File: src/rtl/cf_fft_stage_mux.sv
// cf_fft_stage_mux: stage-sequenced source selector for the FFT datapath.
// Picks one of NUM_SRC channels on a fixed rotation (HOLD samples per source),
// restarted by sync_i, with an optional forced source. The chosen sample, the
// sync flag and the index actually used travel together through PIPE register
// stages so downstream logic sees an aligned triple.
module cf_fft_stage_mux #(
    parameter int WIDTH   = 8,
    parameter int NUM_SRC = 4,
    parameter int HOLD    = 2,
    parameter int PIPE    = 2,
    parameter int SEL_W   = 2
) (
    input  logic                     clock_c,
    input  logic                     reset_i,
    input  logic                     enable_i,
    input  logic                     sync_i,
    input  logic [NUM_SRC*WIDTH-1:0] data_i,
    input  logic                     force_en_i,
    input  logic [SEL_W-1:0]         force_sel_i,
    output logic [WIDTH-1:0]         data_o,
    output logic                     sync_o,
    output logic [SEL_W-1:0]         sel_o
);

    localparam int HOLD_W = (HOLD > 1) ? $clog2(HOLD) : 1;
    localparam logic [HOLD_W-1:0] HOLD_LAST = HOLD_W'(HOLD - 1);
    localparam logic [SEL_W-1:0]  SEL_LAST  = SEL_W'(NUM_SRC - 1);
    // One extra bit so NUM_SRC == 2**SEL_W still compares correctly.
    localparam logic [SEL_W:0]    NUM_SRC_X = (SEL_W + 1)'(NUM_SRC);

    // Rotation position: sample count within the current source, and source index.
    logic [HOLD_W-1:0] hold_cnt_q, hold_cnt_d;
    logic [SEL_W-1:0]  sel_cnt_q, sel_cnt_d;

    logic [HOLD_W-1:0] cur_hold;
    logic [SEL_W-1:0]  cur_sel;
    logic [SEL_W-1:0]  use_sel;
    logic [SEL_W-1:0]  eff_sel;
    logic [WIDTH-1:0]  sel_data;

    // Output pipeline; index PIPE-1 drives the ports.
    logic [WIDTH-1:0] data_q [PIPE];
    logic             sync_q [PIPE];
    logic [SEL_W-1:0] sel_q  [PIPE];

    // Sync restarts the rotation on the very sample it marks; then advance.
    always_comb begin
        cur_sel    = sync_i ? '0 : sel_cnt_q;
        cur_hold   = sync_i ? '0 : hold_cnt_q;
        hold_cnt_d = cur_hold;
        sel_cnt_d  = cur_sel;
        if (cur_hold == HOLD_LAST) begin
            hold_cnt_d = '0;
            sel_cnt_d  = (cur_sel == SEL_LAST) ? '0 : cur_sel + 1'b1;
        end else begin
            hold_cnt_d = cur_hold + 1'b1;
        end
    end

    // Override only changes which channel is taken; the rotation keeps counting
    // underneath so releasing the force lands on the natural phase.
    always_comb begin
        use_sel = force_en_i ? force_sel_i : cur_sel;
        eff_sel = ({1'b0, use_sel} >= NUM_SRC_X) ? '0 : use_sel;
    end

    // Channel multiplexer over the flattened input bus.
    always_comb begin
        sel_data = '0;
        for (int k = 0; k < NUM_SRC; k++) begin
            if (eff_sel == SEL_W'(k)) begin
                sel_data = data_i[k*WIDTH +: WIDTH];
            end
        end
    end

    // Counters and pipeline advance together only on enabled cycles; reset wins.
    always_ff @(posedge clock_c) begin
        if (reset_i) begin
            hold_cnt_q <= '0;
            sel_cnt_q  <= '0;
            for (int i = 0; i < PIPE; i++) begin
                data_q[i] <= '0;
                sync_q[i] <= 1'b0;
                sel_q[i]  <= '0;
            end
        end else if (enable_i) begin
            hold_cnt_q <= hold_cnt_d;
            sel_cnt_q  <= sel_cnt_d;
            data_q[0]  <= sel_data;
            sync_q[0]  <= sync_i;
            sel_q[0]   <= eff_sel;
            for (int i = 1; i < PIPE; i++) begin
                data_q[i] <= data_q[i-1];
                sync_q[i] <= sync_q[i-1];
                sel_q[i]  <= sel_q[i-1];
            end
        end
    end

    assign data_o = data_q[PIPE-1];
    assign sync_o = sync_q[PIPE-1];
    assign sel_o  = sel_q[PIPE-1];

endmodule

File: config.mk
export PLATFORM = sky130hd
export DESIGN_NAME = cf_fft_stage_mux
export DESIGN_NICKNAME = d
export VERILOG_FILES = /design/src/rtl/cf_fft_stage_mux.sv
export SDC_FILE = /design/constraint.sdc
export NUM_CORES = 1
export LEC_CHECK = 0
export ABC_AREA = 1
export BUFFER_PORTS_ARGS = -buffer_cell sky130_fd_sc_hd__buf_2
export CORE_ASPECT_RATIO = 0.8
export CORE_MARGIN = 4
export CORE_UTILIZATION = 52
export DETAILED_ROUTE_END_ITERATION = 10
export MAX_ROUTING_LAYER = met4
export PLACE_DENSITY = 0.93
export SYNTH_ARGS = -nofsm -noshare
export SYNTH_HDL_FRONTEND = slang
export SYNTH_SLANG_ARGS = --single-unit
File: constraint.sdc
create_clock -name clock_c -period 2.9 [get_ports clock_c]
set_input_delay 0.29 -clock clock_c [delete_from_list [all_inputs] [get_ports clock_c]]
set_output_delay 0.29 -clock clock_c [all_outputs]
set_load 0.01 [all_outputs]
==> qor.yml, run 1 <==
timing:
  fin_crit_sh: 0.453
  period_minus_slack_ns: 1.31
  fin_tns_setup_ns: 0
  finalSetupViolCount: 0
  finalClockSkew_ns: 0.00506
  fin_worst_hold_slack_ns: 0.249
  hold_viol_final: 0
  timing.fmax_ghz: 0.761
  rsz0062_at_grt: "false"
  relSlewSlack: 0.430
  worst_pin_slew_ns: 0.852
  finalMaxSlewViolations: 0
routing:
  viasPerCell: 4.51
  drt-initial-drc-count: 37
  wl_microns: 2330
  remaining_drc_errors: 0
  dr.pass1.iters: 4
  vias: 1095
  wire_per_inst_microns: 9.59
  drtAntennaViolNets: 0
critical_path:
  critPathArrivalTime_ns: 1.41
  r2r_slack_ns: 1.59
  path_class: "register to register"
  cp_max_fo: 13
  critPathLaunchType: "register"
  crit_required_ns: 3.00
  setup.worst_path.end_class: "register"
global_route:
  grt_pass1_vias: 894
  grt-ovfl-total: 0
  grt_max_degree: 24
  antenna_found_initial: 0
  grt.total_usage: 0.143
  grt_pass1_wl_microns: 3660
run_status:
  outcome: "completed"
logic_synthesis:
  ys_seq_area_frac: 0.521
  yosysWarnings: 0
  synthCells: 166
  netlist_area_sq_mm: 0.00138
  syn-num-nets: 205
  syn_avg_cell_area_sq_um: 8.34
  synth_cell_types: 18
  yosysTopAreaCellShare: 0.477
  synth.top_cells.by_area: "edfxtp_1 48%, nand2_1 12%, nor2_1 8.4%"
  ys_seq_elements: 25
  synth_largest_area_cell: "edfxtp_1"
min_path:
  hp-class: "input pin to register"
finish:
  instances_no_fill: 243
  multi_input_area_sq_um: 487
  area_growth_pct: 16.6
  final_cell_mix: "49 x buf_2, 43 x nand2_1, 31 x nor2_1"
  regArea_sq_um: 721
  drive_above_1_share: 0.314
  n_antenna_cell: 0
  nNetsFinal: 247
  final_common_cell: "buf_2"
  num-fill-cells: 219
placement:
  gp_congestion: 0.779
  dp.cells: 239
  hpwl_microns: 1850
  io_buffers: 49
clock_network:
  cts_sinks: 25
  clock_latency_ns: 0.31
  cts-root-buf: "clkbuf_4"
  cts_resized: 0
  postCtsHoldBufs: 0
  postCtsSetupBuffers: 0
  htreeDepth: 1
  cts.clk_slew.worst_paths_ns: 0.13
  cts_buffers: 3
  cts_tree: "yes"
  cts.path.max_buffers: 2
power_and_ir_drop:
  power.internal_w: 0.000517
  finalPower_w: 0.000691
  clock_power_share: 0.220
  ir_drop_uv: 185
  pwr-share-seq: 0.611
  p_leak_nw: 0.826
  power_frac_comb: 0.169
  swShare: 0.252
  powerDensity_mw_per_mm2: 428
  p_switching_w: 0.000174
floorplan:
  start_util: 0.553
  core_sq_mm: 0.00250
  die_h_microns: 54.1
  io_pins: 50
  dieArea_sq_mm: 0.00356
  num_rows: 16
  die_w_microns: 65.7
job:
  maxCapViolCount: 0
-- sequential cells by signal (all words and copies together) (netlist names) --
| signal | cells |
|---|---|
| data_q | 16 |
| sel_q | 4 |
| sel_cnt_q | 2 |
| sync_q | 2 |
| hold_cnt_q | 1 |
-- stage by stage --
| stage | util | setup WS, ns | instance area [sq um] |
|---|---|---|---|
| after CTS | 0.645 | 1.59 | 1610 |
| after detailed placement | 0.633 | 1.30 | 1580 |
| after global routing | 0.645 | 1.47 | 1610 |
| after floorplan | - | 1.67 | 1380 |
| final | 0.645 | 1.59 | 1610 |
| after global placement | 0.633 | 1.35 | 1580 |
-- cells by family (layout without fill, tap and decap cells) --
group / Yosys count / in the layout / synth area share
buffers and inverters: 35 / 76 / 0.127
AND/OR/NAND/NOR: 96 / 96 / 0.313
AO/OA/AOI/OAI: 10 / 10 / 0.0389
flip-flops: 25 / 25 / 0.521
-- final timing paths --
path | from | to | cells past startpoint
worst min register to register | hold_cnt_q$_SDFFE_PP0P_ | hold_cnt_q$_SDFFE_PP0P_ | 2
worst max register to register | sel_cnt_q[0]$_SDFFE_PP0P_ | data_q[0][7]$_SDFFCE_PN0P_ | 7
worst max-delay path | sel_cnt_q[0]$_SDFFE_PP0P_ | data_q[0][7]$_SDFFCE_PN0P_ | 7
worst min-delay path | enable_i | hold_cnt_q$_SDFFE_PP0P_ | 4
-- cell type report --
class / count / share of cell area
Timing Repair Buffer: 49 / 0.152
Inverter: 23 / 0.0535
Multi-Input combinational cell: 106 / 0.302
Tap cell: 36 / 0.0279
Sequential cell: 25 / 0.447
Clock inverter: 1 / 0.00465
Clock buffer: 3 / 0.0140
-- Yosys cell counts --
cell type  instances
nor2_4             2
edfxtp_1          22
nor2_2             1
dfxtp_1            3
o21ai_1            5
nand2_4            3
o21ai_0            4
inv_1             21
buf_6              1
inv_2              2
nand3_2            2
nand3_1           12
nor2_1            31
o32ai_1            1
nand2_1           43
buf_4             10
nand2_2            2
clkbuf_1           1
-- power by group through the flow --
| stage | clock network [W] | registers, W | logic [W] |
|---|---|---|---|
| 4_1_cts | 0.000157 | 0.000423 | 0.000117 |
| 3_5_place_dp | 0 | 0.000431 | 0.000117 |
| 2_1_floorplan | 0 | 0.000431 | 0.0000824 |
| 5_1_grt | 0.000171 | 0.000425 | 0.000132 |
| 6_report | 0.000152 | 0.000423 | 0.000117 |
| 3_3_place_gp | 0 | 0.000431 | 0.000116 |
-- per-layer routing --
metal	vias up	wire, microns	GRT usage	share of wire
met5	-	0	-	0
met4	0	50	0.0931	0.021
met3	4	246	0.0292	0.11
met2	56	1000	0.225	0.43
met1	435	1030	0.168	0.44
li1	600	-	-	-
-- critical path: stages, from the launching register on --
cell	delay [ns]
dfxtp_1	0.42
nand3_2	0.11
nand2_4	0.14
nand2_4	0.12
o21ai_0	0.16
inv_1	0.05
nand2_1	0.06
inv_1	0.03
Power figures use the tool's default switching activity.
==> run 2, diff against run 1 <==
--- a/config.mk
+++ b/config.mk
@@ -9,10 +9,10 @@
 export BUFFER_PORTS_ARGS = -buffer_cell sky130_fd_sc_hd__buf_2
 export CORE_ASPECT_RATIO = 0.8
 export CORE_MARGIN = 4
-export CORE_UTILIZATION = 52
+export CORE_UTILIZATION = 44
 export DETAILED_ROUTE_END_ITERATION = 10
 export MAX_ROUTING_LAYER = met4
-export PLACE_DENSITY = 0.93
+export PLACE_DENSITY = 0.85
 export SYNTH_ARGS = -nofsm -noshare
 export SYNTH_HDL_FRONTEND = slang
 export SYNTH_SLANG_ARGS = --single-unit
==> constraint.sdc (replaced) <==
create_clock -name clock_c -period 1.2 [get_ports clock_c]
set_input_delay 0.12 -clock clock_c [delete_from_list [all_inputs] [get_ports clock_c]]
set_output_delay 0.12 -clock clock_c [all_outputs]
set_load 0.01 [all_outputs]
==> qor.yml, run 2 (synthesis results as in run 1) <==
clock_network:
  cts.path.max_buffers: 2  # unchanged
  cts_sinks: 25  # unchanged
  clock_latency_ns: 0.26  # -0.05 ns
  cts.clk_slew.worst_paths_ns: 0.09  # -0.04 ns
  cts-root-buf: "clkbuf_8"
  postCtsHoldBufs: 0  # unchanged
  htreeDepth: 1  # unchanged
  cts_buffers: 3  # unchanged
  cts_tree: "yes"
finish:
  multi_input_area_sq_um: 531  # +9.0%
  drive_above_1_share: 0.394  # +0.0805
  area_growth_pct: 28.7
  nNetsFinal: 258  # +4.5%
  regArea_sq_um: 723  # +0.35%
  reg_top3: "data_q (16), sel_q (4)"
  num-fill-cells: 254  # +16%
  n_antenna_cell: 0  # unchanged
  final_common_cell: "buf_2"
  largest_register: "data_q"
  largest_reg_flops: 16  # unchanged
  final_cell_mix: "49 x buf_2, 38 x nand2_1, 28 x nor2_1"
timing:
  period_minus_slack_ns: 1.21  # -0.105 ns
  relSlewSlack: 0.833  # +0.403
  fin_worst_hold_slack_ns: 0.147  # -0.102 ns
  rsz0062_at_grt: "true"
  timing.fmax_ghz: 0.827  # +8.7%
  worst_pin_slew_ns: 0.250  # -0.603 ns
  hold_viol_final: 0  # unchanged
  finalClockSkew_ns: 0.00436  # -0.000699 ns
  fin_crit_sh: 1.01  # +0.554
  finalMaxSlewViolations: 0  # unchanged
  finalSetupViolCount: 3  # +3
  setup_ws_ns: -0.00944  # -1.59 ns
floorplan:
  core_sq_mm: 0.00289  # +16%
  io_pins: 50  # unchanged
  start_util: 0.478  # -0.0746
  num_rows: 17  # +1
  die_h_microns: 58.2  # +7.4%
  die_w_microns: 70.7  # +7.7%
  dieArea_sq_mm: 0.00411  # +16%
critical_path:
  path_class: "register to register"
  slowest_delay_ns: 0.34  # -0.08 ns
  crit_chain: "nand3_2 > nand2_4 > buf_4 > nand3_1 > nand3_1 > nor2_1 > nor2_1"
  slowest_stage: "dfxtp_2"
  critPathLaunchType: "register"
  timing.rr.end: "data_q[0][3]$_SDFFCE_PN0P_"
  critPathArrivalTime_ns: 1.24  # -0.17 ns
  setup.worst_path.end_class: "register"
  r2r_cells: 7  # unchanged
  r2r_start: "sel_cnt_q[0]$_SDFFE_PP0P_"
  r2r_slack_ns: -0.009  # -1.59 ns
  crit_path_end: "data_q[0][3]$_SDFFCE_PN0P_"
  crit_required_ns: 1.23  # -1.77 ns
  cp_max_fo: 5  # -8
  crit_path_start: "sel_cnt_q[0]$_SDFFE_PP0P_"
min_path:
  hold_depth: 4  # unchanged
  hp-class: "input pin to register"
placement:
  pre_cts_ws_ns: -0.0473  # -1.34 ns
  gp_congestion: 0.860  # +10%
  hpwl_microns: 2020  # +9.3%
  io_buffers: 49  # unchanged
routing:
  drt-initial-drc-count: 63  # +70%
  dr.pass1.iters: 4  # unchanged
  drtAntennaViolNets: 0  # unchanged
  wire_per_inst_microns: 10.1  # +5.6%
  viasPerCell: 4.38  # -2.7%
  remaining_drc_errors: 0  # unchanged
  vias: 1122  # +2.5%
  wl_microns: 2590  # +11%
global_route:
  grt_pass1_vias: 988  # +11%
  grt_max_degree: 24  # unchanged
  grt.total_usage: 0.128  # -0.0145
  antenna_found_initial: 0  # unchanged
  grt-ovfl-total: 0  # unchanged
  grt_pass1_wl_microns: 4080  # +12%
power_and_ir_drop:
  ir_drop_uv: 513  # +180%
  p_leak_nw: 0.895  # +8.3%
  powerDensity_mw_per_mm2: 1040  # +140%
run_status:
  outcome: "finished, violations left"
  violations: "setup timing"
job:
  maxCapViolCount: 0  # unchanged
-- run 2: how the worst min path moves through the flow --
stage / from / to / slack [ns]
after global routing: enable_i / sel_cnt_q[1]$_SDFFE_PP0P_ / 0.18
after detailed placement: enable_i / hold_cnt_q$_SDFFE_PP0P_ / 0.42
after global placement: enable_i / hold_cnt_q$_SDFFE_PP0P_ / 0.41
after CTS: enable_i / hold_cnt_q$_SDFFE_PP0P_ / 0.14
final: enable_i / hold_cnt_q$_SDFFE_PP0P_ / 0.15
after floorplan: enable_i / hold_cnt_q$_SDFFE_PP0P_ / 0.30
-- run 2: what timing repair did --
| action | CTS | global route |
|---|---|---|
| endpoints found under the setup margin | 6 | 8 |
| pin swaps | 2 | 6 |
| endpoints found under the hold margin | 0 | 0 |
| resized for setup | 4 | 12 |
| buffers inserted | 0 | 1 |
-- run 2: final cells by class --
type                       instances  area share
sequential                        25       0.406
timing repair buffer              60       0.193
tap                               38      0.0267
clock inverter                     1     0.00422
clock buffer                       3      0.0232
inverter                          23      0.0485
multi-input combinational        106       0.298
-- run 2: power breakdown --
part | leakage [nW] | switching [W] | internal [W]
logic | 0.604 | 0.000189 | 0.000147
registers | 0.269 | 0.0000144 | 0.00101
clock network | 0.0217 | 0.000255 | 0.000235
total | 0.895 | 0.000459 | 0.00139
-- run 2: per-stage QoR --
| stage | std cells | area [sq um] | util | power, W | TNS [ns] |
|---|---|---|---|---|---|
| 5_1_grt | 256 | 1780 | 0.615 | 0.00193 | -0.573 |
| 6_report | 256 | 1780 | 0.615 | 0.00185 | -0.0148 |
| 2_1_floorplan | 166 | 1380 | - | 0.00124 | 0 |
| 3_5_place_dp | 251 | 1670 | 0.579 | 0.00136 | -0.144 |
| 4_1_cts | 255 | 1740 | 0.600 | 0.00185 | -0.000249 |
| 3_3_place_gp | 251 | 1670 | 0.579 | 0.00135 | -0.0210 |
-- run 2: layer usage --
metal / routed length (microns) / track usage
met1: 1240 / 0.161
met5: 0 / -
met4: 30 / 0.0643
met2: 1150 / 0.207
met3: 169 / 0.0121
-- run 2: critical path, delay by kind of cell, from the launching register on --
kind / cells / cell delay (ns)
simple gates: 6 / 0.46
flops: 1 / 0.34
buf+inv: 1 / 0.16
==> run 3, diff against run 2 <==
--- a/config.mk
+++ b/config.mk
@@ -5,14 +5,13 @@
 export SDC_FILE = /design/constraint.sdc
 export NUM_CORES = 1
 export LEC_CHECK = 0
-export ABC_AREA = 1
 export BUFFER_PORTS_ARGS = -buffer_cell sky130_fd_sc_hd__buf_2
 export CORE_ASPECT_RATIO = 0.8
 export CORE_MARGIN = 4
-export CORE_UTILIZATION = 44
+export CORE_UTILIZATION = 45
 export DETAILED_ROUTE_END_ITERATION = 10
 export MAX_ROUTING_LAYER = met4
-export PLACE_DENSITY = 0.85
+export PLACE_DENSITY = 0.86
 export SYNTH_ARGS = -nofsm -noshare
 export SYNTH_HDL_FRONTEND = slang
 export SYNTH_SLANG_ARGS = --single-unit
==> qor.yml, run 3 <==
run_status:
  outcome: "finished, violations left"
  violations: "setup timing"
logic_synthesis:
  yosysWarnings: 0  # unchanged
  synth_largest_area_cell: "edfxtp_1"
  synth_adder_area_share: 0  # unchanged
  yosysTopAreaCellShare: 0.449  # -0.0284
  synth-xor-area-share: 0  # unchanged
  ys_seq_elements: 25  # unchanged
  synthCells: 129  # -22%
  synth_cell_types: 30  # +12
  synth_top_family_by_area: "simple AND/OR/NAND/NOR gates"
  synth.top_cells.by_area: "edfxtp_1 45%, o211ai_2 6.0%, and2_1 5.5%"
  syn-num-nets: 168  # -18%
  synth-compound-area-share: 0.191  # +0.152
  ys.flop_type: "edfxtp_1"
  netlist_area_sq_mm: 0.00147  # +6.3%
  synth_mux_area_frac: 0.00680  # +0.00680
  syn_avg_cell_area_sq_um: 11.4  # +37%
  ys_seq_area_frac: 0.490  # -0.0310
  synthArstFlopShare: 0  # unchanged
  synth_common_cells: "22 x edfxtp_1, 13 x and2_1, 10 x a21oi_1, 10 x buf_4, 10 x o21ai_0"
  synthSimpleGateAreaFrac: 0.227  # -0.0858
  synth.most_common_cell: "edfxtp_1"
  synth_edf_count: 22  # unchanged
global_route:
  grt_max_degree: 23  # -4.2%
  grt-ovfl-total: 0  # unchanged
  grt.total_usage: 0.172  # +0.0440
  antenna_found_initial: 0  # unchanged
  grt_pass1_vias: 1242  # +26%
  grt_pass1_wl_microns: 5550  # +36%
placement:
  gp_congestion: 0.948  # +10%
  hpwl_microns: 2680  # +32%
  place_area_sq_mm: 0.00173  # +3.5%
  io_buffers: 49  # unchanged
clock_network:
  htreeDepth: 1  # unchanged
  cts-root-buf: "clkbuf_8"
  cts.path.max_buffers: 2  # unchanged
  cts_sinks: 25  # unchanged
  cts_tree: "yes"
  postCtsHoldBufs: 0  # unchanged
  cts_buffers: 3  # unchanged
  cts.clk_slew.worst_paths_ns: 0.09  # about the same
  clock_latency_ns: 0.26  # about the same
floorplan:
  num_rows: 18  # +1
  die_h_microns: 59.1  # +1.7%
  start_util: 0.473  # -0.00494
  io_pins: 50  # unchanged
  die_w_microns: 71.9  # +1.7%
  dieArea_sq_mm: 0.00425  # +3.5%
  core_sq_mm: 0.00311  # +7.4%
finish:
  largest_reg_flops: 16  # unchanged
  final_cell_mix: "49 x buf_2, 22 x edfxtp_1, 13 x and2_1"
  area_growth_pct: 25.5
  nNetsFinal: 219  # -15%
  final_common_cell: "buf_2"
  num-fill-cells: 252  # -0.79%
  largest_register: "data_q"
  n_antenna_cell: 0  # unchanged
  drive_above_1_share: 0.469  # +0.0748
  design_area_sq_mm: 0.00185  # +3.7%
  reg_top3: "data_q (16), sel_q (4)"
critical_path:
  critPathArrivalTime_ns: 1.48  # +0.24 ns
  slowest_delay_ns: 0.56  # +0.22 ns
  crit_chain: "or4b_4 > o211ai_2 > a311oi_2"
  setup.worst_path.end_class: "register"
  critPathLaunchType: "register"
  cp_max_fo: 8  # +3
  crit_required_ns: 1.19  # -0.04 ns
  path_class: "register to register"
  slowest_stage: "or4b_4"
min_path:
  hp-class: "input pin to register"
power_and_ir_drop:
  powerDensity_mw_per_mm2: 976  # -5.9%
  finalPower_w: 0.00180  # -2.4%
  p_leak_nw: 0.754  # -16%
  ir_drop_uv: 444  # -13%
timing:
  hold_viol_final: 0  # unchanged
  finalSetupViolCount: 9  # +6
  period_minus_slack_ns: 1.50  # +0.286 ns
  rsz0062_at_grt: "true"
  worst_pin_slew_ns: 0.469  # +0.220 ns
  finalMaxSlewViolations: 0  # unchanged
  fin_crit_sh: 1.25  # +0.238
  setup_ws_ns: -0.295  # -0.286 ns
  relSlewSlack: 0.687  # -0.146
  timing.fmax_ghz: 0.669  # -19%
  finalClockSkew_ns: 0.00971  # +0.00535 ns
routing:
  vias: 1310  # +17%
  drtAntennaViolNets: 0  # unchanged
  dr.pass1.iters: 4  # unchanged
  remaining_drc_errors: 0  # unchanged
  wire_per_inst_microns: 16.8  # +66%
  viasPerCell: 5.98  # +36%
  drt-initial-drc-count: 88  # +40%
  wl_microns: 3680  # +42%
job:
  maxCapViolCount: 0  # unchanged
-- run 3: cell count changes in the layout (fill, tap and decap cells not counted), moves of 6 or more --
cell      before  now
nand2_1       38    1
nor2_1        28    4
inv_1         21    1
and2_1         0   13
a21oi_1        0   10
nand3_1       12    2
nand3b_1       0    8
o211ai_2       0    7
or4bb_1        0    7
a311oi_1       0    6
-- run 3: what timing repair did --
item                                    CTS  global route
gates cloned                              0             2
endpoints found under the setup margin    9            10
gates resized for setup                   5             8
pin swaps                                 1             5
buffers inserted                          2             1
-- run 3: cell type report --
| class | count | area [sq um] | area share |
|---|---|---|---|
| sequential | 25 | 723 | 0.392 |
| multi-input combinational | 86 | 672 | 0.364 |
| timing repair buffer | 62 | 347 | 0.188 |
| tap | 40 | 50.0 | 0.0271 |
| clock buffer | 4 | 45.0 | 0.0244 |
| inverter | 2 | 10.0 | 0.00542 |
-- run 3: worst max-delay path, delay by kind of cell, from the launching register on --
family | cells | cell delay [ns]
compound gates | 2 | 0.29
flops | 1 | 0.36
simple gates | 1 | 0.56
-- run 3: logic make-up after synthesis --
group	after synthesis
compound gates	37
simple gates	46
flops	25
mux	1
buf+inv	20
-- run 3: layer usage --
layer | vias to the layer above | share of wire | track usage
met3 | 18 | 0.10 | 0.0254
met5 | - | 0 | -
met4 | 0 | 0.037 | 0.105
met2 | 106 | 0.48 | 0.291
met1 | 591 | 0.38 | 0.195
li1 | 595 | - | -
-- run 3: report_power, final --
| group | switching, W | internal [W] | total (W) |
|---|---|---|---|
| sequential | 0.0000126 | 0.00100 | 0.00102 |
| clock | 0.000242 | 0.000236 | 0.000478 |
| combinational | 0.000164 | 0.000143 | 0.000307 |
| total | 0.000418 | 0.00138 | 0.00180 |
-- run 3: stage by stage --
step / cells / worst slack (ns) / hold WS (ns) / setup TNS [ns] / utilization
2_1_floorplan: 129 / -0.189 / 0.185 / -1.51 / -
3_3_place_gp: 211 / -0.236 / 0.349 / -1.79 / 0.558
3_5_place_dp: 211 / -0.380 / 0.353 / -2.57 / 0.558
4_1_cts: 217 / -0.315 / 0.0701 / -2.14 / 0.583
5_1_grt: 219 / -0.327 / 0.0878 / -2.33 / 0.594
6_report: 219 / -0.295 / 0.0689 / -2.03 / 0.594
-- run 3: worst paths after layout --
kind                                           startpoint                          to  slack, ns  cells past startpoint
worst max-delay path            sel_cnt_q[1]$_SDFFE_PP0P_  data_q[0][2]$_SDFFCE_PN0P_      -0.30                      3
worst min-delay path                              reset_i   sel_cnt_q[0]$_SDFFE_PP0P_       0.07                      2
worst min register to register    hold_cnt_q$_SDFFE_PP0P_     hold_cnt_q$_SDFFE_PP0P_       0.52                      2
worst max register to register  sel_cnt_q[1]$_SDFFE_PP0P_  data_q[0][2]$_SDFFCE_PN0P_      -0.30                      3
